`config.mk`:
```
export PLATFORM = sky130hd
export DESIGN_NAME = reorder_buffer_flat
export DESIGN_NICKNAME = d
export VERILOG_FILES = /design/src/rtl/reorder_buffer_pkg.sv /design/src/rtl/reorder_buffer_if.sv /design/src/rtl/reorder_buffer.sv /design/src/flat_wrapper.sv
export SDC_FILE = /design/constraint.sdc
export NUM_CORES = 1
export LEC_CHECK = 0
export BUFFER_PORTS_ARGS = -buffer_cell sky130_fd_sc_hd__buf_2
export CORE_MARGIN = 3
export CORE_UTILIZATION = 35
export CTS_CLUSTER_DIAMETER = 30
export DETAILED_ROUTE_END_ITERATION = 8
export PLACE_DENSITY = 0.48
export SYNTH_ARGS = -nofsm -noshare
export SYNTH_HDL_FRONTEND = slang
export SYNTH_SLANG_ARGS = --single-unit
```
`constraint.sdc`:
```
create_clock -name clk -period 5.9 [get_ports clk]
set_input_delay 1.18 -clock clk [delete_from_list [all_inputs] [get_ports clk]]
set_output_delay 1.18 -clock clk [all_outputs]
set_load 0.005 [all_outputs]
```
`src/rtl/reorder_buffer_pkg.sv`:
```
// Shared types and sizing for the reorder buffer.
// The ROB sits between rename and retirement; DEPTH matches the free-list size.
package rob_pkg;

   localparam int ROB_DEPTH = 16;
   localparam int ROB_IDX_W = $clog2(ROB_DEPTH);

   // One in-flight instruction: its destination mapping plus a completion flag.
   typedef struct packed {
      logic [5:0] A_rd;
      logic [6:0] P_rd_new;
      logic [6:0] P_rd_old;
      logic       done;
   } rob_entry_t;

   // NORMAL retires and accepts; ROLLBACK walks squashed entries back to rename.
   typedef enum logic {
      NORMAL,
      ROLLBACK
   } rob_state_e;

endpackage

```
`src/rtl/reorder_buffer_if.sv`:
```
// Signal bundle between the pipeline (master) and the reorder buffer (slave).
// master drives dispatch, write-back and flush; slave answers with commit,
// rollback and status.
interface reorder_buffer_if
   import rob_pkg::*;
#(
   parameter int IDX_W = ROB_IDX_W
) ();

   logic             dis_valid;
   logic             dis_ready;
   logic [5:0]       dis_A_rd;
   logic [6:0]       dis_P_rd_new;
   logic [6:0]       dis_P_rd_old;
   logic [IDX_W-1:0] dis_idx;

   logic             WB_valid;
   logic [IDX_W-1:0] WB_idx;

   logic             flush_valid;
   logic [IDX_W-1:0] flush_idx;

   logic             commit_valid;
   logic             commit_wb_en;
   logic [5:0]       commit_A_rd;
   logic [6:0]       commit_P_rd_new;
   logic [6:0]       commit_P_rd_old;

   logic             rollback_en_0;
   logic [5:0]       rollback_A_rd_0;
   logic [6:0]       rollback_P_rd_old_0;
   logic [6:0]       rollback_P_rd_new_0;
   logic             rollback_en_1;
   logic [5:0]       rollback_A_rd_1;
   logic [6:0]       rollback_P_rd_old_1;
   logic [6:0]       rollback_P_rd_new_1;

   logic             recovery;
   logic             empty;

   modport master (
      output dis_valid, dis_A_rd, dis_P_rd_new, dis_P_rd_old,
      output WB_valid, WB_idx, flush_valid, flush_idx,
      input  dis_ready, dis_idx,
      input  commit_valid, commit_wb_en, commit_A_rd, commit_P_rd_new, commit_P_rd_old,
      input  rollback_en_0, rollback_A_rd_0, rollback_P_rd_old_0, rollback_P_rd_new_0,
      input  rollback_en_1, rollback_A_rd_1, rollback_P_rd_old_1, rollback_P_rd_new_1,
      input  recovery, empty
   );

   modport slave (
      input  dis_valid, dis_A_rd, dis_P_rd_new, dis_P_rd_old,
      input  WB_valid, WB_idx, flush_valid, flush_idx,
      output dis_ready, dis_idx,
      output commit_valid, commit_wb_en, commit_A_rd, commit_P_rd_new, commit_P_rd_old,
      output rollback_en_0, rollback_A_rd_0, rollback_P_rd_old_0, rollback_P_rd_new_0,
      output rollback_en_1, rollback_A_rd_1, rollback_P_rd_old_1, rollback_P_rd_new_1,
      output recovery, empty
   );

endinterface

```
`src/rtl/reorder_buffer.sv`:
```
// In-order retirement buffer downstream of rename.
// Entries are allocated at tail, marked done on write-back and retired from
// head one per cycle. A mispredict walks the squashed entries youngest-first,
// two per cycle, so rename can restore its map, then pulses recovery.
// head/tail carry an extra wrap bit so full and empty are distinguishable.
module reorder_buffer
   import rob_pkg::*;
#(
   parameter int DEPTH = ROB_DEPTH,
   parameter int IDX_W = $clog2(DEPTH)
) (
   input logic             clk,
   input logic             rst,
   reorder_buffer_if.slave io_rob
);

   localparam logic [IDX_W:0]   L_DEPTH   = (IDX_W+1)'(DEPTH);
   localparam logic [IDX_W:0]   L_ONE_PTR = (IDX_W+1)'(1);
   localparam logic [IDX_W:0]   L_TWO_PTR = (IDX_W+1)'(2);
   localparam logic [IDX_W-1:0] L_ONE_IDX = IDX_W'(1);
   localparam logic [IDX_W-1:0] L_TWO_IDX = IDX_W'(2);

   rob_state_e       r_state;
   rob_state_e       w_nextState;
   logic [IDX_W:0]   r_head;
   logic [IDX_W:0]   r_tail;
   logic [IDX_W:0]   r_walkStop;
   logic             r_recovery;
   rob_entry_t       r_entry [DEPTH];

   logic [IDX_W-1:0] w_headIdx;
   logic [IDX_W-1:0] w_tailIdx;
   logic [IDX_W-1:0] w_walkIdx0;
   logic [IDX_W-1:0] w_walkIdx1;
   logic [IDX_W-1:0] w_wbOffset;
   logic [IDX_W-1:0] w_flushOffset;
   logic [IDX_W:0]   w_count;
   logic [IDX_W:0]   w_remain;
   logic [IDX_W:0]   w_walkN;
   logic [IDX_W:0]   w_walkStopNext;
   logic             w_full;
   logic             w_empty;
   logic             w_disReady;
   logic             w_dispatch;
   logic             w_flush;
   logic             w_commit;
   logic             w_wbInRange;
   logic             w_walkDone;
   logic             w_rbEn0;
   logic             w_rbEn1;
   rob_entry_t       w_headEntry;
   rob_entry_t       w_walkEntry0;
   rob_entry_t       w_walkEntry1;

   assign w_headIdx   = r_head[IDX_W-1:0];
   assign w_tailIdx   = r_tail[IDX_W-1:0];
   assign w_count     = r_tail - r_head;
   assign w_full      = (w_count == L_DEPTH);
   assign w_empty     = (r_head == r_tail);

   // Dispatch readiness deliberately ignores flush_valid so rename sees a
   // stable ready; a dispatch that collides with a flush is simply dropped.
   assign w_disReady  = (r_state == NORMAL) && !w_full;
   assign w_flush     = (r_state == NORMAL) && io_rob.flush_valid;
   assign w_dispatch  = io_rob.dis_valid && w_disReady && !io_rob.flush_valid;

   assign w_headEntry = r_entry[w_headIdx];
   assign w_commit    = (r_state == NORMAL) && !w_empty && w_headEntry.done;

   // Index distance from head tells whether a write-back targets a live entry.
   assign w_wbOffset  = io_rob.WB_idx - w_headIdx;
   assign w_wbInRange = ({1'b0, w_wbOffset} < w_count);

   // Rebuild the branch's full pointer (with wrap bit) from its index, then
   // stop the walk just past it so the branch itself survives.
   assign w_flushOffset  = io_rob.flush_idx - w_headIdx;
   assign w_walkStopNext = r_head + {1'b0, w_flushOffset} + L_ONE_PTR;

   // Entries still to be walked, and how many go out this cycle (at most two).
   assign w_remain   = r_tail - r_walkStop;
   assign w_walkDone = (w_remain <= L_TWO_PTR);
   assign w_walkN    = w_walkDone ? w_remain : L_TWO_PTR;

   assign w_walkIdx0   = w_tailIdx - L_ONE_IDX;
   assign w_walkIdx1   = w_tailIdx - L_TWO_IDX;
   assign w_walkEntry0 = r_entry[w_walkIdx0];
   assign w_walkEntry1 = r_entry[w_walkIdx1];

   // State register for the NORMAL/ROLLBACK controller.
   always_ff @(posedge clk) begin
      if (!rst) begin
         r_state <= NORMAL;
      end else begin
         r_state <= w_nextState;
      end
   end

   // Next-state logic and rollback port enables for the walk.
   always_comb begin
      w_nextState = r_state;
      w_rbEn0     = 1'b0;
      w_rbEn1     = 1'b0;
      case (r_state)
         NORMAL: begin
            if (io_rob.flush_valid) begin
               w_nextState = ROLLBACK;
            end
         end
         ROLLBACK: begin
            w_rbEn0 = (w_remain >= L_ONE_PTR);
            w_rbEn1 = (w_remain >= L_TWO_PTR);
            if (w_walkDone) begin
               w_nextState = NORMAL;
            end
         end
         default: begin
            w_nextState = NORMAL;
         end
      endcase
   end

   // Head advances on retirement; tail grows on dispatch or shrinks during the walk.
   always_ff @(posedge clk) begin
      if (!rst) begin
         r_head     <= '0;
         r_tail     <= '0;
         r_walkStop <= '0;
      end else begin
         if (w_commit) begin
            r_head <= r_head + L_ONE_PTR;
         end
         if (w_flush) begin
            r_walkStop <= w_walkStopNext;
         end
         if (r_state == ROLLBACK) begin
            r_tail <= r_tail - w_walkN;
         end else if (w_dispatch) begin
            r_tail <= r_tail + L_ONE_PTR;
         end
      end
   end

   // Recovery pulses for the single cycle after the last walk cycle.
   always_ff @(posedge clk) begin
      if (!rst) begin
         r_recovery <= 1'b0;
      end else begin
         r_recovery <= (r_state == ROLLBACK) && w_walkDone;
      end
   end

   // Entry storage: new entries start not-done, write-back marks live entries done.
   always_ff @(posedge clk) begin
      if (!rst) begin
         for (int i = 0; i < DEPTH; i++) begin
            r_entry[i].done <= 1'b0;
         end
      end else begin
         if (io_rob.WB_valid && w_wbInRange) begin
            r_entry[io_rob.WB_idx].done <= 1'b1;
         end
         if (w_dispatch) begin
            r_entry[w_tailIdx] <= '{A_rd:     io_rob.dis_A_rd,
                                   P_rd_new: io_rob.dis_P_rd_new,
                                   P_rd_old: io_rob.dis_P_rd_old,
                                   done:     1'b0};
         end
      end
   end

   // Rollback ports carry the walked entries and are forced to zero when idle.
   always_comb begin
      io_rob.rollback_en_0       = w_rbEn0;
      io_rob.rollback_A_rd_0     = '0;
      io_rob.rollback_P_rd_old_0 = '0;
      io_rob.rollback_P_rd_new_0 = '0;
      io_rob.rollback_en_1       = w_rbEn1;
      io_rob.rollback_A_rd_1     = '0;
      io_rob.rollback_P_rd_old_1 = '0;
      io_rob.rollback_P_rd_new_1 = '0;
      if (w_rbEn0) begin
         io_rob.rollback_A_rd_0     = w_walkEntry0.A_rd;
         io_rob.rollback_P_rd_old_0 = w_walkEntry0.P_rd_old;
         io_rob.rollback_P_rd_new_0 = w_walkEntry0.P_rd_new;
      end
      if (w_rbEn1) begin
         io_rob.rollback_A_rd_1     = w_walkEntry1.A_rd;
         io_rob.rollback_P_rd_old_1 = w_walkEntry1.P_rd_old;
         io_rob.rollback_P_rd_new_1 = w_walkEntry1.P_rd_new;
      end
   end

   assign io_rob.dis_ready       = w_disReady;
   assign io_rob.dis_idx         = w_tailIdx;
   assign io_rob.commit_valid    = w_commit;
   assign io_rob.commit_wb_en    = w_commit && (w_headEntry.P_rd_new != 7'd0);
   assign io_rob.commit_A_rd     = w_headEntry.A_rd;
   assign io_rob.commit_P_rd_new = w_headEntry.P_rd_new;
   assign io_rob.commit_P_rd_old = w_headEntry.P_rd_old;
   assign io_rob.recovery        = r_recovery;
   assign io_rob.empty           = w_empty;

endmodule

```
`src/flat_wrapper.sv`:
```
// flat-port wrapper written by rule: the top's interface ports become plain ports
module reorder_buffer_flat import rob_pkg::*;
#(
   parameter int DEPTH = ROB_DEPTH,
   parameter int IDX_W = $clog2(DEPTH)
)
  (clk, rst, io_rob_dis_valid, io_rob_dis_A_rd, io_rob_dis_P_rd_new, io_rob_dis_P_rd_old, io_rob_WB_valid, io_rob_WB_idx, io_rob_flush_valid, io_rob_flush_idx, io_rob_dis_ready, io_rob_dis_idx, io_rob_commit_valid, io_rob_commit_wb_en, io_rob_commit_A_rd, io_rob_commit_P_rd_new, io_rob_commit_P_rd_old, io_rob_rollback_en_0, io_rob_rollback_A_rd_0, io_rob_rollback_P_rd_old_0, io_rob_rollback_P_rd_new_0, io_rob_rollback_en_1, io_rob_rollback_A_rd_1, io_rob_rollback_P_rd_old_1, io_rob_rollback_P_rd_new_1, io_rob_recovery, io_rob_empty);
  reorder_buffer_if #(.IDX_W(IDX_W)) io_rob_i ();
  input logic clk;
  input logic rst;
  input wire logic [$bits(io_rob_i.dis_valid)-1:0] io_rob_dis_valid;
  input wire logic [$bits(io_rob_i.dis_A_rd)-1:0] io_rob_dis_A_rd;
  input wire logic [$bits(io_rob_i.dis_P_rd_new)-1:0] io_rob_dis_P_rd_new;
  input wire logic [$bits(io_rob_i.dis_P_rd_old)-1:0] io_rob_dis_P_rd_old;
  input wire logic [$bits(io_rob_i.WB_valid)-1:0] io_rob_WB_valid;
  input wire logic [$bits(io_rob_i.WB_idx)-1:0] io_rob_WB_idx;
  input wire logic [$bits(io_rob_i.flush_valid)-1:0] io_rob_flush_valid;
  input wire logic [$bits(io_rob_i.flush_idx)-1:0] io_rob_flush_idx;
  output wire logic [$bits(io_rob_i.dis_ready)-1:0] io_rob_dis_ready;
  output wire logic [$bits(io_rob_i.dis_idx)-1:0] io_rob_dis_idx;
  output wire logic [$bits(io_rob_i.commit_valid)-1:0] io_rob_commit_valid;
  output wire logic [$bits(io_rob_i.commit_wb_en)-1:0] io_rob_commit_wb_en;
  output wire logic [$bits(io_rob_i.commit_A_rd)-1:0] io_rob_commit_A_rd;
  output wire logic [$bits(io_rob_i.commit_P_rd_new)-1:0] io_rob_commit_P_rd_new;
  output wire logic [$bits(io_rob_i.commit_P_rd_old)-1:0] io_rob_commit_P_rd_old;
  output wire logic [$bits(io_rob_i.rollback_en_0)-1:0] io_rob_rollback_en_0;
  output wire logic [$bits(io_rob_i.rollback_A_rd_0)-1:0] io_rob_rollback_A_rd_0;
  output wire logic [$bits(io_rob_i.rollback_P_rd_old_0)-1:0] io_rob_rollback_P_rd_old_0;
  output wire logic [$bits(io_rob_i.rollback_P_rd_new_0)-1:0] io_rob_rollback_P_rd_new_0;
  output wire logic [$bits(io_rob_i.rollback_en_1)-1:0] io_rob_rollback_en_1;
  output wire logic [$bits(io_rob_i.rollback_A_rd_1)-1:0] io_rob_rollback_A_rd_1;
  output wire logic [$bits(io_rob_i.rollback_P_rd_old_1)-1:0] io_rob_rollback_P_rd_old_1;
  output wire logic [$bits(io_rob_i.rollback_P_rd_new_1)-1:0] io_rob_rollback_P_rd_new_1;
  output wire logic [$bits(io_rob_i.recovery)-1:0] io_rob_recovery;
  output wire logic [$bits(io_rob_i.empty)-1:0] io_rob_empty;
  assign io_rob_i.dis_valid = io_rob_dis_valid;
  assign io_rob_i.dis_A_rd = io_rob_dis_A_rd;
  assign io_rob_i.dis_P_rd_new = io_rob_dis_P_rd_new;
  assign io_rob_i.dis_P_rd_old = io_rob_dis_P_rd_old;
  assign io_rob_i.WB_valid = io_rob_WB_valid;
  assign io_rob_i.WB_idx = io_rob_WB_idx;
  assign io_rob_i.flush_valid = io_rob_flush_valid;
  assign io_rob_i.flush_idx = io_rob_flush_idx;
  assign io_rob_dis_ready = io_rob_i.dis_ready;
  assign io_rob_dis_idx = io_rob_i.dis_idx;
  assign io_rob_commit_valid = io_rob_i.commit_valid;
  assign io_rob_commit_wb_en = io_rob_i.commit_wb_en;
  assign io_rob_commit_A_rd = io_rob_i.commit_A_rd;
  assign io_rob_commit_P_rd_new = io_rob_i.commit_P_rd_new;
  assign io_rob_commit_P_rd_old = io_rob_i.commit_P_rd_old;
  assign io_rob_rollback_en_0 = io_rob_i.rollback_en_0;
  assign io_rob_rollback_A_rd_0 = io_rob_i.rollback_A_rd_0;
  assign io_rob_rollback_P_rd_old_0 = io_rob_i.rollback_P_rd_old_0;
  assign io_rob_rollback_P_rd_new_0 = io_rob_i.rollback_P_rd_new_0;
  assign io_rob_rollback_en_1 = io_rob_i.rollback_en_1;
  assign io_rob_rollback_A_rd_1 = io_rob_i.rollback_A_rd_1;
  assign io_rob_rollback_P_rd_old_1 = io_rob_i.rollback_P_rd_old_1;
  assign io_rob_rollback_P_rd_new_1 = io_rob_i.rollback_P_rd_new_1;
  assign io_rob_recovery = io_rob_i.recovery;
  assign io_rob_empty = io_rob_i.empty;
  reorder_buffer #(.DEPTH(DEPTH), .IDX_W(IDX_W)) u_core (.clk(clk), .rst(rst), .io_rob(io_rob_i));
endmodule
```
# --- After elaboration in Yosys (flattened, before gate mapping) ---
# Memories as Yosys holds them, arrays and structs flattened. A register that Yosys moved wholly into a read port is not among the register bits.
# Cells that the tools add are included.
classes:
  n_mux: 29
  addsub: 11
  n_eq_ne: 2
  shift: 0
  bitwise: 1
  n_mul: 0
  n_reduce_logical: 16
  div_mod_pow: 0
  magnitude_cmp: 4
op_table:
  columns: ["operator", "count"]
  rows:
  - ["2-to-1 mux 21 bit", 2]
  - ["OR reduction 21 bit", 2]
  - ["2-to-1 mux 7 bit", 4]
  - ["2-to-1 mux 4 bit", 4]
  - ["adder 5 x 1 -> 5 bit (second input constant)", 3]
  - ["2-to-1 mux 5 bit", 3]
  - ["subtractor 5 bit", 3]
  - ["2-to-1 mux 6 bit", 2]
  - ["2-to-1 mux 1 bit", 11]
  - ["logical AND 1 bit", 9]
  - ["subtractor 4 bit", 2]
  - ["nonzero test 7 bit", 1]
  - ["adder 5 x 4 -> 5 bit", 1]
  - ["equality test 5 bit", 1]
  - ["equality test 5 bit (second input constant)", 1]
  - ["greater-or-equal comparator 5 x 1 -> 1 bit (second input constant)", 1]
  - ["greater-or-equal comparator 5 x 2 -> 1 bit (second input constant)", 1]
  - ["<= comparator 5 x 2 -> 1 bit (second input constant)", 1]
  - ["less-than comparator 4 x 5 -> 1 bit", 1]
  - ["2-to-1 mux 2 bit", 2]
  - ["subtractor 4 x 1 -> 4 bit (second input constant)", 1]
  - ["subtractor 4 x 2 -> 4 bit (second input constant)", 1]
  - ["zero test 1 bit", 3]
  - ["one-hot mux 1 bit (2 select lines)", 1]
  - ["other kinds (2)", 2]
totals:
  ram_bits: 336
  output_inout_bits: 71
  latch_bits: 0
  memories: 1
  in_bits: 33
  regBits: 17
  romBits: 0
  elab_cells: 69
memory_table:
  columns: ["name", "words", "width", "read_ports", "rd_ports_with_merged_regs", "wr", "line_no", "source"]
  rows:
  - ["u_core.r_entry", 16, 21, 3, 1, 16, "reorder_buffer.sv:29", "rob_entry_t r_entry [DEPTH];"]

# --- Longest topological paths before layout ---
# Gate-level depths: netlist of the first run.
depth:
  word_depth: 11
  ltp_mapped: 21
  ltp_nobuf: 17

# --- Least setup slack after synthesis of the first run ---
# OpenSTA, ideal clock, no wires.
synth_path:
  path_kind: "register to output"
  start: "register u_core.r_tail[1]"
  end: "output port io_rob_rollback_A_rd_0[0]"
  arrival_time_ns: 3.278
  stages_incl_launch_ff: 12
  path_buffers: 6
  required_ns: 4.720
  setup_slack_ns: 1.442
  path_cell_list: "dfxtp_1 > buf_2 > clkbuf_1 > buf_2 > inv_1 > ha_1 > buf_2 > clkbuf_1 > clkbuf_1 > mux4_2 > mux2i_1 > a211oi_1"
synth_between:
  elab_chain_cells: 4
  elab_cells_between_ends: 6
  classes_between: "add/sub: 2; order compare: 1; mux: 2; memory: 1"
synth_lines:
  columns: ["element", "line_no", "source"]
  rows:
  - ["from (decl)", "reorder_buffer.sv:26", "logic [IDX_W:0] r_tail;"]
  - ["from (signal assigned)", "reorder_buffer.sv:136", "r_tail <= r_tail - w_walkN;"]
  - ["from (signal assigned)", "reorder_buffer.sv:138", "r_tail <= r_tail + L_ONE_PTR;"]
  - ["subtractor 5 bit", "reorder_buffer.sv:80", "assign w_remain = r_tail - r_walkStop;"]
  - ["greater-or-equal comparator 5 x 1 -> 1 bit", "reorder_buffer.sv:110", "w_rbEn0 = (w_remain >= L_ONE_PTR);"]
  - ["2-to-1 mux 1 bit", "reorder_buffer.sv:103", "case (r_state)"]
  - ["2-to-1 mux 6 bit *", "reorder_buffer.sv:181", "if (w_rbEn0) begin"]
  - ["to (decl)", "flat_wrapper.sv:27", "output wire logic [$bits(io_rob_i.rollback_A_rd_0)-1:0] io_rob_rollback_A_rd_0;"]
# Mark *: on every way between the ends. The rest lies on a longest branch, timed or not.

# --- Final worst setup path of the first run ---
layout_path:
  start: "register u_core.r_tail[1]"
  end: "output port io_rob_rollback_P_rd_old_0[4]"
layout_between:
  elab_chain_cells: 4
  elab_cells_between_ends: 6
  classes_between: "add/sub: 2; order compare: 1; mux: 2; memory: 1"
layout_lines:
  columns: ["element", "line_no", "source"]
  rows:
  - ["subtractor 5 bit", "reorder_buffer.sv:80", null]
  - ["greater-or-equal comparator 5 x 1 -> 1 bit", "reorder_buffer.sv:110", null]
  - ["2-to-1 mux 1 bit", "reorder_buffer.sv:103", null]
  - ["2-to-1 mux 7 bit *", "reorder_buffer.sv:181", null]
  - ["to (decl)", "flat_wrapper.sv:28", "output wire logic [$bits(io_rob_i.rollback_P_rd_old_0)-1:0] io_rob_rollback_P_rd_old_0;"]
# Marked as above.

==> results of run 1 <==
## how the worst max path moves through the flow
| stage | to | slack (ns) | depth (start not counted) |
|---|---|---|---|
| floorplan | io_rob_rollback_A_rd_0[0] | 1.44 | 11 |
| global route | io_rob_rollback_P_rd_old_0[3] | 0.36 | 10 |
| global placement | io_rob_rollback_P_rd_old_0[4] | 1.10 | 7 |
| CTS | io_rob_rollback_P_rd_old_0[4] | 0.47 | 7 |
| detailed placement | io_rob_rollback_P_rd_old_0[4] | 1.11 | 7 |
| finish | io_rob_rollback_P_rd_old_0[4] | 0.60 | 10 |
## power groups by stage
stage,combinational (mW),clock [mW],sequential (mW)
finish,4.87,5.09,2.99
CTS,4.94,5.16,3.00
global placement,4.92,0,3.04
global route,5.24,5.32,3.01
floorplan,3.44,0,2.91
detailed placement,4.91,0,3.04
## through the flow
step	power, mW	utilization	area, sq um	worst slack (ns)
2_1_floorplan	6.36	-	20000	1.44
3_3_place_gp	7.96	0.382	21300	1.10
3_5_place_dp	7.95	0.382	21300	1.11
4_1_cts	13.1	0.438	24400	0.473
5_1_grt	13.6	0.438	24400	0.363
6_report	13.0	0.438	24400	0.603
## cell families (layout without fill, tap and decap cells)
family	count (synthesis)	after routing	synth area share
DFF	357	357	0.519
muxes	315	315	0.330
and+or+nand+nor	141	141	0.0401
buffers and inverters	129	316	0.0290
AOI/OAI and AO/OA	123	123	0.0444
adders and majority gates	39	39	0.0267
xor gates and xnor gates	26	26	0.0114
other	0	1	0
## Yosys cell counts (16+ instances only)
cell,number,area share
mux4_2,274,0.31
mux2i_1,39,0.020
a21oi_1,16,0.0040
edfxtp_1,320,0.48
ha_1,33,0.021
dfxtp_1,37,0.037
nand2_1,17,0.0032
nor2_1,28,0.0053
clkbuf_1,46,0.0087
nor2b_1,48,0.015
a211oi_1,48,0.018
xnor2_1,18,0.0079
inv_1,30,0.0056
buf_2,42,0.011
## routing by layer
layer,share of wire,vias to the layer above,track usage
met3,0.053,81,0.0376
met1,0.42,6505,0.265
li1,-,5096,-
met4,0.021,0,0.0629
met5,0,-,0
met2,0.50,466,0.338
## worst max-delay path, stage by stage, from the launching register on
cell,delay (ns)
dfxtp_4,0.84
inv_1,0.40
fa_1,0.55
inv_1,0.07
a21o_1,0.10
a21oi_1,0.07
xnor2_1,0.38
o41ai_2,0.17
buf_4,0.26
a211oi_1,0.44
buf_2,0.21
## area by class of cell
type                       count  area [sq um]  area share
timing repair buffer         125           743      0.0304
tap                          748           936      0.0383
sequential                   357         10400       0.424
clock buffer                 105          2340      0.0957
antenna                        1          2.50    0.000102
inverter                      31           116     0.00476
clock inverter                55           803      0.0329
multi-input combinational    644          9130       0.374
## registers in the layout (all words and copies together), names as in the netlist, named ones only
name / cells
u_core.r_entry: 336
u_core.r_head: 5
u_core.r_tail: 5
u_core.r_walkStop: 5
u_core.io_rob.recovery: 1
u_core.r_state: 1
==> impl_metrics.tcl, run 1 <==
set metrics [dict create \
    outcome "finished, final reports clean" \
    postSynth.asyncResetShare 0 \
    power_leakage_nw 7.99 \
    crit_type "reg -> out" \
    place.detailed.hpwl_mm 34.7 \
    cp_data_arrival_time_ns 4.12 \
    worstPathRequired_ns 4.72 \
    number_of_global_route_vias_before_repair 12800 \
    routed_via_density 5.88 \
    setup_viol 0 \
    mostFrequentLayoutCells "edfxtp_1, mux4_2, buf_2" \
    track_usage 0.201 \
    final-max-slew-violation-count 0 \
    cts_num_sinks 357 \
    synth.ff_latch_count 357 \
    initial_antenna_violation_count 1 \
    synth.distinct_cells 53 \
    total_switching_power_mw 4.14 \
    syn-num-nets 1202 \
    postSynth.topFlopCell "edfxtp_1" \
    timing.final.crit_share 0.898 \
    holdBufCountCts 0 \
    comb_power_share 0.376 \
    root_buffer "clkbuf_16" \
    die-width_microns 245 \
    hold_path_class "reg -> reg" \
    clk_path_buf_depth 3 \
    hold_viol 0 \
    power.share.switching 0.320 \
    postCtsResizedCells 0 \
    hold-worst-slack_ns 0.539 \
    gp_routability_congestion 0.733 \
    synth_edf_count 320 \
    regToRegEndpoint "u_core.r_tail[4]" \
    cp-end-kind "primary output" \
    coreArea_sq_um 55700 \
    filler_cell_count 4951 \
    cts.htree.levels 3 \
    globalRouteOverflowTotal 0 \
    portion_of_total_power_attributed_to_the_clock_network 0.393 \
    vias 12100 \
    final_layout_size_suffix_gt1_frac 0.435 \
    wl_per_cell_microns 28.8 \
    totalWireLength_mm 59.6 \
    flop_pwr_share 0.231 \
    startpoint "u_core.r_tail[1]" \
    synthCells 1130 \
    filler_free_cell_count_of_the_finished_design 2066 \
    drtPass1Iterations 5 \
    floorplan.rows 86 \
    total_die_area_sq_um 59900 \
    reg2reg_depth 16 \
    numPortBuffers 103 \
    max-slew-margin-rel 0.308 \
    timing.final.crit_period_ns 5.30 \
    yosys_warnings 0 \
    max_cap_violations 0 \
    holdPathStages 2 \
    dieHeight_microns 245 \
    grt_start_max_net_pins 86 \
    dr.first_iter.drc_count 921 \
    rsz0062_at_grt "false" \
    layout.cells.most_common "edfxtp_1" \
    power.ir.vdd_worst_mv 0.315 \
    numCtsBuffers 89 \
    sum_neg_setup_slack_ns 0 \
    yosysSeqAreaShare 0.519 \
    placedCellCount 1905 \
    max_clock_freq_ghz 0.189 \
    clk_pin_slew_ns 0.04 \
    post_cts.repair.setup_buffers 0 \
    timing.reg2reg.setup_slack_ns 1.51 \
    drc 0 \
    floorplan.initialDensity 0.358 \
    clock_insertion_delay_worst_skew_ns 0.60 \
    timing.rr.start "u_core.r_tail[1]" \
    worstHoldEndpoint "u_core.r_walkStop[4]" \
    fin_skew_ns 0.0222 \
    hold_start "u_core.r_walkStop[4]" \
    synth.avg_cell_area_sq_um 17.7 \
    first_pass_grt_wire_length_mm 87.5 \
    antenna_violating_nets_post_route 0 \
    crit_path_max_fanout 46 \
    cts_tree "done" \
    worst-slew-pin-transition_ns 1.04 \
    startpoint_type "flop" \
    power_density_nw_per_um2 530 \
    design.portCount 104 \
    syn2layout_area_growth_pct 22.5 \
    post_synth_instance_area_sq_um 20000 \
    p_int_mw 8.81 \
    nNetsFinal 1320 \
]
No activity file was read; power rests on OpenSTA's default activity.
==> inputs of run 2 (changes only) <==
--- a/config.mk
+++ b/config.mk
@@ -5,12 +5,13 @@
 export SDC_FILE = /design/constraint.sdc
 export NUM_CORES = 1
 export LEC_CHECK = 0
-export BUFFER_PORTS_ARGS = -buffer_cell sky130_fd_sc_hd__buf_2
 export CORE_MARGIN = 3
 export CORE_UTILIZATION = 35
+export CTS_BUF_LIST = sky130_fd_sc_hd__clkbuf_4 sky130_fd_sc_hd__clkbuf_8 sky130_fd_sc_hd__clkbuf_16
 export CTS_CLUSTER_DIAMETER = 30
 export DETAILED_ROUTE_END_ITERATION = 8
-export PLACE_DENSITY = 0.48
+export DONT_BUFFER_PORTS = 1
+export PLACE_DENSITY = 0.46
 export SYNTH_ARGS = -nofsm -noshare
 export SYNTH_HDL_FRONTEND = slang
 export SYNTH_SLANG_ARGS = --single-unit
==> run 2 against run 1 <==
Net effect:
- clock power decreased by 6.5%
- via count decreased by 2.3%
- utilization decreased by 1.2 points
- combinational power decreased by 2%
- clock skew increased by 0.0083 ns
- worst setup slack improved by 0.32 ns
- routed wire length increased by 2.1%
- total power decreased by 3.8%
- fmax increased by 6.4%
- global-route usage increased by 0.45 points
- cell count decreased by 4.6%
- non-clock buffer count decreased by 105
==> impl_metrics.tcl, run 2 (same netlist as run 1, synthesis figures left out) <==
set metrics [dict create \
    outcome "finished, final reports clean" \
    cts_tree "done" \
    antenna_violating_nets_post_route 0 \
    power_mw 12.5 \
    max_ffs_per_register 336 \
    hold_viol 0 \
    total_die_area_sq_um 59900 \
    globalRouteOverflowTotal 0 \
    hold_path_class "reg -> reg" \
    crit_path_max_fanout 122 \
    max_cap_violations 0 \
    p_int_mw 8.25 \
    power.ir.vdd_worst_mv 0.575 \
    filler_cell_count 4961 \
    crit_type "reg -> out" \
    cts_num_sinks 357 \
    clk_path_buf_depth 3 \
    nNetsFinal 1219 \
    max_stage_delay_ns 0.84 \
    multi_input_comb_area_sq_um 9130 \
    mostFrequentLayoutCells "edfxtp_1, mux4_2, clkbuf_16" \
    regToRegEndpoint "u_core.r_entry[14][11]" \
    routed_via_density 6.02 \
    final_layout_size_suffix_gt1_frac 0.401 \
    flop_pwr_share 0.234 \
    vias 11900 \
    number_of_global_route_vias_before_repair 12500 \
    timing.rr.start "u_core.r_tail[0]" \
    coreArea_sq_um 55700 \
    track_usage 0.205 \
    startpoint "u_core.r_tail[0]" \
    totalWireLength_mm 60.8 \
    place.detailed.hpwl_mm 34.2 \
    initial_antenna_violation_count 0 \
    worstHoldEndpoint "u_core.r_walkStop[4]" \
    grt_start_max_net_pins 123 \
    drtPass1Iterations 5 \
    largest_register "u_core.r_entry" \
    final-max-slew-violation-count 0 \
    crit_top_cell "a211oi_1" \
    clock_insertion_delay_worst_skew_ns 0.62 \
    cp-end-kind "primary output" \
    timing.reg2reg.setup_slack_ns 1.73 \
    max_clock_freq_ghz 0.201 \
    sum_neg_setup_slack_ns 0 \
    numPortBuffers 0 \
    holdPathStages 2 \
    cts.htree.levels 3 \
    rsz0062_at_grt "false" \
    post_cts.repair.setup_buffers 0 \
    timing.critical_path.cells "buf_12 > buf_4 > mux4_2 > nor2b_1 > a211oi_1 > a211oi_1" \
    power_leakage_nw 7.50 \
    worst-slew-pin-transition_ns 1.04 \
    floorplan.initialDensity 0.358 \
    postCtsResizedCells 0 \
    timing.final.crit_period_ns 4.98 \
    dieHeight_microns 245 \
    sequential_cell_area_sq_um 10400 \
    worstPathRequired_ns 4.72 \
    drc 0 \
    insertedDiodeCount 0 \
    fin_skew_ns 0.0305 \
    critical-path-slowest-cell "a211oi_1" \
    max-slew-margin-rel 0.304 \
    layout.cells.most_common "edfxtp_1" \
    reg2reg_depth 10 \
    design.portCount 104 \
    first_pass_grt_wire_length_mm 88.7 \
    total_switching_power_mw 4.21 \
    clk_pin_slew_ns 0.04 \
    power.share.switching 0.338 \
    timing.final.crit_share 0.843 \
    hold_start "u_core.r_walkStop[4]" \
    setup_viol 0 \
    die-width_microns 245 \
    syn2layout_area_growth_pct 19.2 \
    cp_data_arrival_time_ns 3.80 \
    startpoint_type "flop" \
    power_density_nw_per_um2 524 \
    holdBufCountCts 0 \
    numCtsBuffers 93 \
    floorplan.rows 86 \
    dr.first_iter.drc_count 1054 \
    comb_power_share 0.384 \
    wl_per_cell_microns 30.9 \
    root_buffer "clkbuf_16" \
    portion_of_total_power_attributed_to_the_clock_network 0.382 \
    gp_routability_congestion 0.725 \
]
## run 2: cell count changes in the layout (fill, tap and decap cells not counted), moves of 5 or more
cell	previous run	this run
bufinv_16	20	6
clkbuf_1	13	0
clkbuf_4	0	17
buf_2	103	0
clkinv_2	13	20
inv_6	3	8
## run 2: metrics by stage
stage               hold WS (ns)  area [sq um]  std cells  setup WS (ns)  utilization
floorplan                  0.465         20000       1130           1.44            -
global placement           0.504         20800       1800           1.52        0.373
detailed placement         0.509         20800       1800           1.52        0.373
CTS                        0.518         23800       1971          0.877        0.427
global route               0.558         23800       1971          0.617        0.427
finish                     0.515         23800       1971          0.924        0.427
## run 2: power groups by stage
stage          clock, mW  combinational [mW]  sequential (mW)
2_1_floorplan          0                3.44             2.91
3_3_place_gp           0                4.86             2.96
3_5_place_dp           0                4.85             2.95
4_1_cts             4.84                4.88             2.91
5_1_grt             4.99                5.13             2.92
6_report            4.76                4.79             2.91
## run 2: worst max path at each step
| stage | to | slack (ns) |
|---|---|---|
| global route | io_rob_rollback_P_rd_new_0[6] | 0.62 |
| CTS | io_rob_rollback_P_rd_new_1[6] | 0.88 |
| finish | io_rob_rollback_P_rd_new_0[6] | 0.92 |
| detailed placement | io_rob_rollback_P_rd_new_1[6] | 1.52 |
| global placement | io_rob_rollback_P_rd_new_1[6] | 1.52 |
| floorplan | io_rob_rollback_A_rd_0[0] | 1.44 |
## run 2: layer usage
layer  up-vias  wire [microns]  track usage
li1       4906               -            -
met1      6392           24900        0.270
met2       466           30100        0.339
met3       101            4140       0.0486
met4         0            1610       0.0639
met5         -               0            0
## run 2: critical path, delay by kind of cell (launching register included)
| kind | cells | cell delay, ns |
|---|---|---|
| compound gates | 2 | 0.91 |
| buf+inv | 2 | 1.42 |
| flops | 1 | 0.35 |
| mux | 1 | 0.34 |
| simple gates | 1 | 0.13 |
## run 2: cell type report
type	count	area share
Tap cell	748	0.0393
Clock buffer	113	0.105
Timing Repair Buffer	20	0.00947
Inverter	31	0.00489
Sequential cell	357	0.436
Multi-Input combinational cell	644	0.384
Clock inverter	58	0.0214
==> inputs of run 3 (changes only) <==
==> constraint.sdc (replaced) <==
create_clock -name clk -period 4.6 [get_ports clk]
set_input_delay 0.92 -clock clk [delete_from_list [all_inputs] [get_ports clk]]
set_output_delay 0.92 -clock clk [all_outputs]
set_load 0.005 [all_outputs]
==> run 3 against run 2 <==
Net effect:
- global-route usage rose by 0.31 points
- final area rose by 1.7%
- hold slack got worse by 0.11 ns
- largest cell class unchanged
- sequential power rose by 28%
- flip-flop and latch count did not move
- critical path type unchanged
- non-clock buffer count rose by 28
==> impl_metrics.tcl, run 3 (same netlist as run 1, synthesis figures left out) <==
set metrics [dict create \
    outcome "finished, final reports clean" \
    placedCellCount 1828 \
    critical_path_buf_inv_count 3 \
    crit_type "reg -> out" \
    number_of_global_route_vias_before_repair 12700 \
    root_buffer "clkbuf_16" \
    fin_util 0.434 \
    crit_path_max_fanout 12 \
    portion_of_total_power_attributed_to_the_clock_network 0.389 \
    power_leakage_nw 7.67 \
    design.portCount 104 \
    layout.cells.most_common "edfxtp_1" \
    dr.first_iter.drc_count 950 \
    sum_neg_setup_slack_ns 0 \
    clk_path_buf_depth 3 \
    filler_free_cell_count_of_the_finished_design 1994 \
    place.detailed.hpwl_mm 37.8 \
    hold-worst-slack_ns 0.402 \
    max_cap_violations 0 \
    worstPathRequired_ns 3.68 \
    flop_pwr_share 0.230 \
    totalWireLength_mm 61.9 \
    post-place-ws_ns 0.714 \
    gp_routability_congestion 0.753 \
    drc 0 \
    cp_data_arrival_time_ns 3.50 \
    timing.critical_path.cells "inv_1 > ha_1 > fa_1 > inv_1 > a21o_1 > a21oi_1 > xnor2_1 > o41ai_2 > buf_6 > a211oi_1" \
    nNetsFinal 1243 \
    timing.final.crit_share 0.960 \
    die-width_microns 245 \
    mostFrequentLayoutCells "edfxtp_1, mux4_2, clkbuf_16" \
    final-max-slew-violation-count 0 \
    hold_path_class "in -> reg" \
    cts_num_sinks 357 \
    clock_insertion_delay_worst_skew_ns 0.61 \
    max_ffs_per_register 336 \
    worst-slew-pin-transition_ns 1.04 \
    holdBufCountCts 0 \
    critical-path-slowest-cell "a211oi_1" \
    max-slew-margin-rel 0.303 \
    sequential_cell_area_sq_um 10400 \
    setup_viol 0 \
    fin_skew_ns 0.0220 \
    startpoint_type "flop" \
    total_die_area_sq_um 59900 \
    numPortBuffers 0 \
    track_usage 0.208 \
    hold_viol 0 \
    max_stage_delay_ns 0.64 \
    p_int_mw 10.8 \
    first_pass_grt_wire_length_mm 90.2 \
    cp_top_family "compound AO/OA/AOI/OAI gates" \
    max_clock_freq_ghz 0.226 \
    filler_cell_count 4962 \
    setup_ws_ns 0.183 \
    clk_pin_slew_ns 0.05 \
    cp-end-kind "primary output" \
    floorplan.rows 86 \
    floorplan.initialDensity 0.358 \
    rsz0062_at_grt "false" \
    crit_top_cell "inv_1" \
    total_switching_power_mw 5.48 \
    comb_power_share 0.381 \
    cts.htree.levels 3 \
    power.share.switching 0.337 \
    dieHeight_microns 245 \
    syn2layout_area_growth_pct 21.3 \
    drtPass1Iterations 6 \
    routed_via_density 6.03 \
    cts_tree "done" \
    multi_input_comb_area_sq_um 9130 \
    timing.reg2reg.setup_slack_ns 0.76 \
    largest_register "u_core.r_entry" \
    antenna_violating_nets_post_route 0 \
    wl_per_cell_microns 31.0 \
    power_density_nw_per_um2 671 \
    initial_antenna_violation_count 1 \
    vias 12000 \
    power.ir.vdd_worst_mv 0.583 \
    timing.final.crit_period_ns 4.42 \
    insertedDiodeCount 0 \
    globalRouteOverflowTotal 0 \
    coreArea_sq_um 55700 \
    final_layout_size_suffix_gt1_frac 0.413 \
    grt_start_max_net_pins 120 \
    numCtsBuffers 89 \
]
[run 3: cell count changes in the layout (fill, tap and decap cells not counted), sizes merged]
| cell | before | now |
|---|---|---|
| clkinvlp | 8 | 13 |
| inv | 39 | 40 |
| clkinv | 36 | 32 |
| bufinv | 6 | 11 |
| buf | 20 | 48 |
| clkbuf | 113 | 101 |
[run 3: power groups by stage]
stage / Combinational (mW) / Clock (mW) / Sequential (mW)
3_3_place_gp: 6.32 / 0 / 3.79
3_5_place_dp: 6.29 / 0 / 3.79
4_1_cts: 6.32 / 6.43 / 3.73
6_report: 6.19 / 6.31 / 3.73
2_1_floorplan: 4.42 / 0 / 3.74
5_1_grt: 6.66 / 6.62 / 3.74
[run 3: layout make-up]
cell class / instances / area share
clock buffer: 101 / 0.0979
clock inverter: 65 / 0.0292
tap: 748 / 0.0387
inverter: 31 / 0.00481
multi-input combinational: 644 / 0.377
sequential: 357 / 0.428
timing repair buffer: 48 / 0.0238
[run 3: final timing paths]
path | start | end | cells past startpoint
setup / recovery | u_core.r_tail[0] | io_rob_rollback_P_rd_old_0[0] | 10
setup reg to reg | u_core.r_tail[0] | u_core.r_entry[4][4] | 11
hold reg to reg | u_core.r_walkStop[4] | u_core.r_walkStop[4] | 2
hold / removal | io_rob_dis_P_rd_new[5] | u_core.r_entry[7][13] | 0
[run 3: through the flow]
| stage | cell area, sq um | power, mW |
|---|---|---|
| 5_1_grt | 24200 | 17.0 |
| 3_3_place_gp | 21100 | 10.1 |
| 6_report | 24200 | 16.2 |
| 4_1_cts | 24200 | 16.5 |
| 3_5_place_dp | 21100 | 10.1 |
| 2_1_floorplan | 20000 | 8.15 |
[run 3: timing repair]
action	4_1_cts	5_1_grt
endpoints found under the setup margin	0	9
gates resized for setup	0	1
buffers inserted	0	0
[run 3: routing by layer]
layer / wire [microns] / vias up / global-route usage / share of wire
met3: 4680 / 88 / 0.0556 / 0.076
met1: 25900 / 6471 / 0.278 / 0.42
met4: 1200 / 2 / 0.0637 / 0.019
li1: - / 4960 / - / -
met2: 30100 / 512 / 0.336 / 0.49
met5: 13 / - / 0 / 0.00021
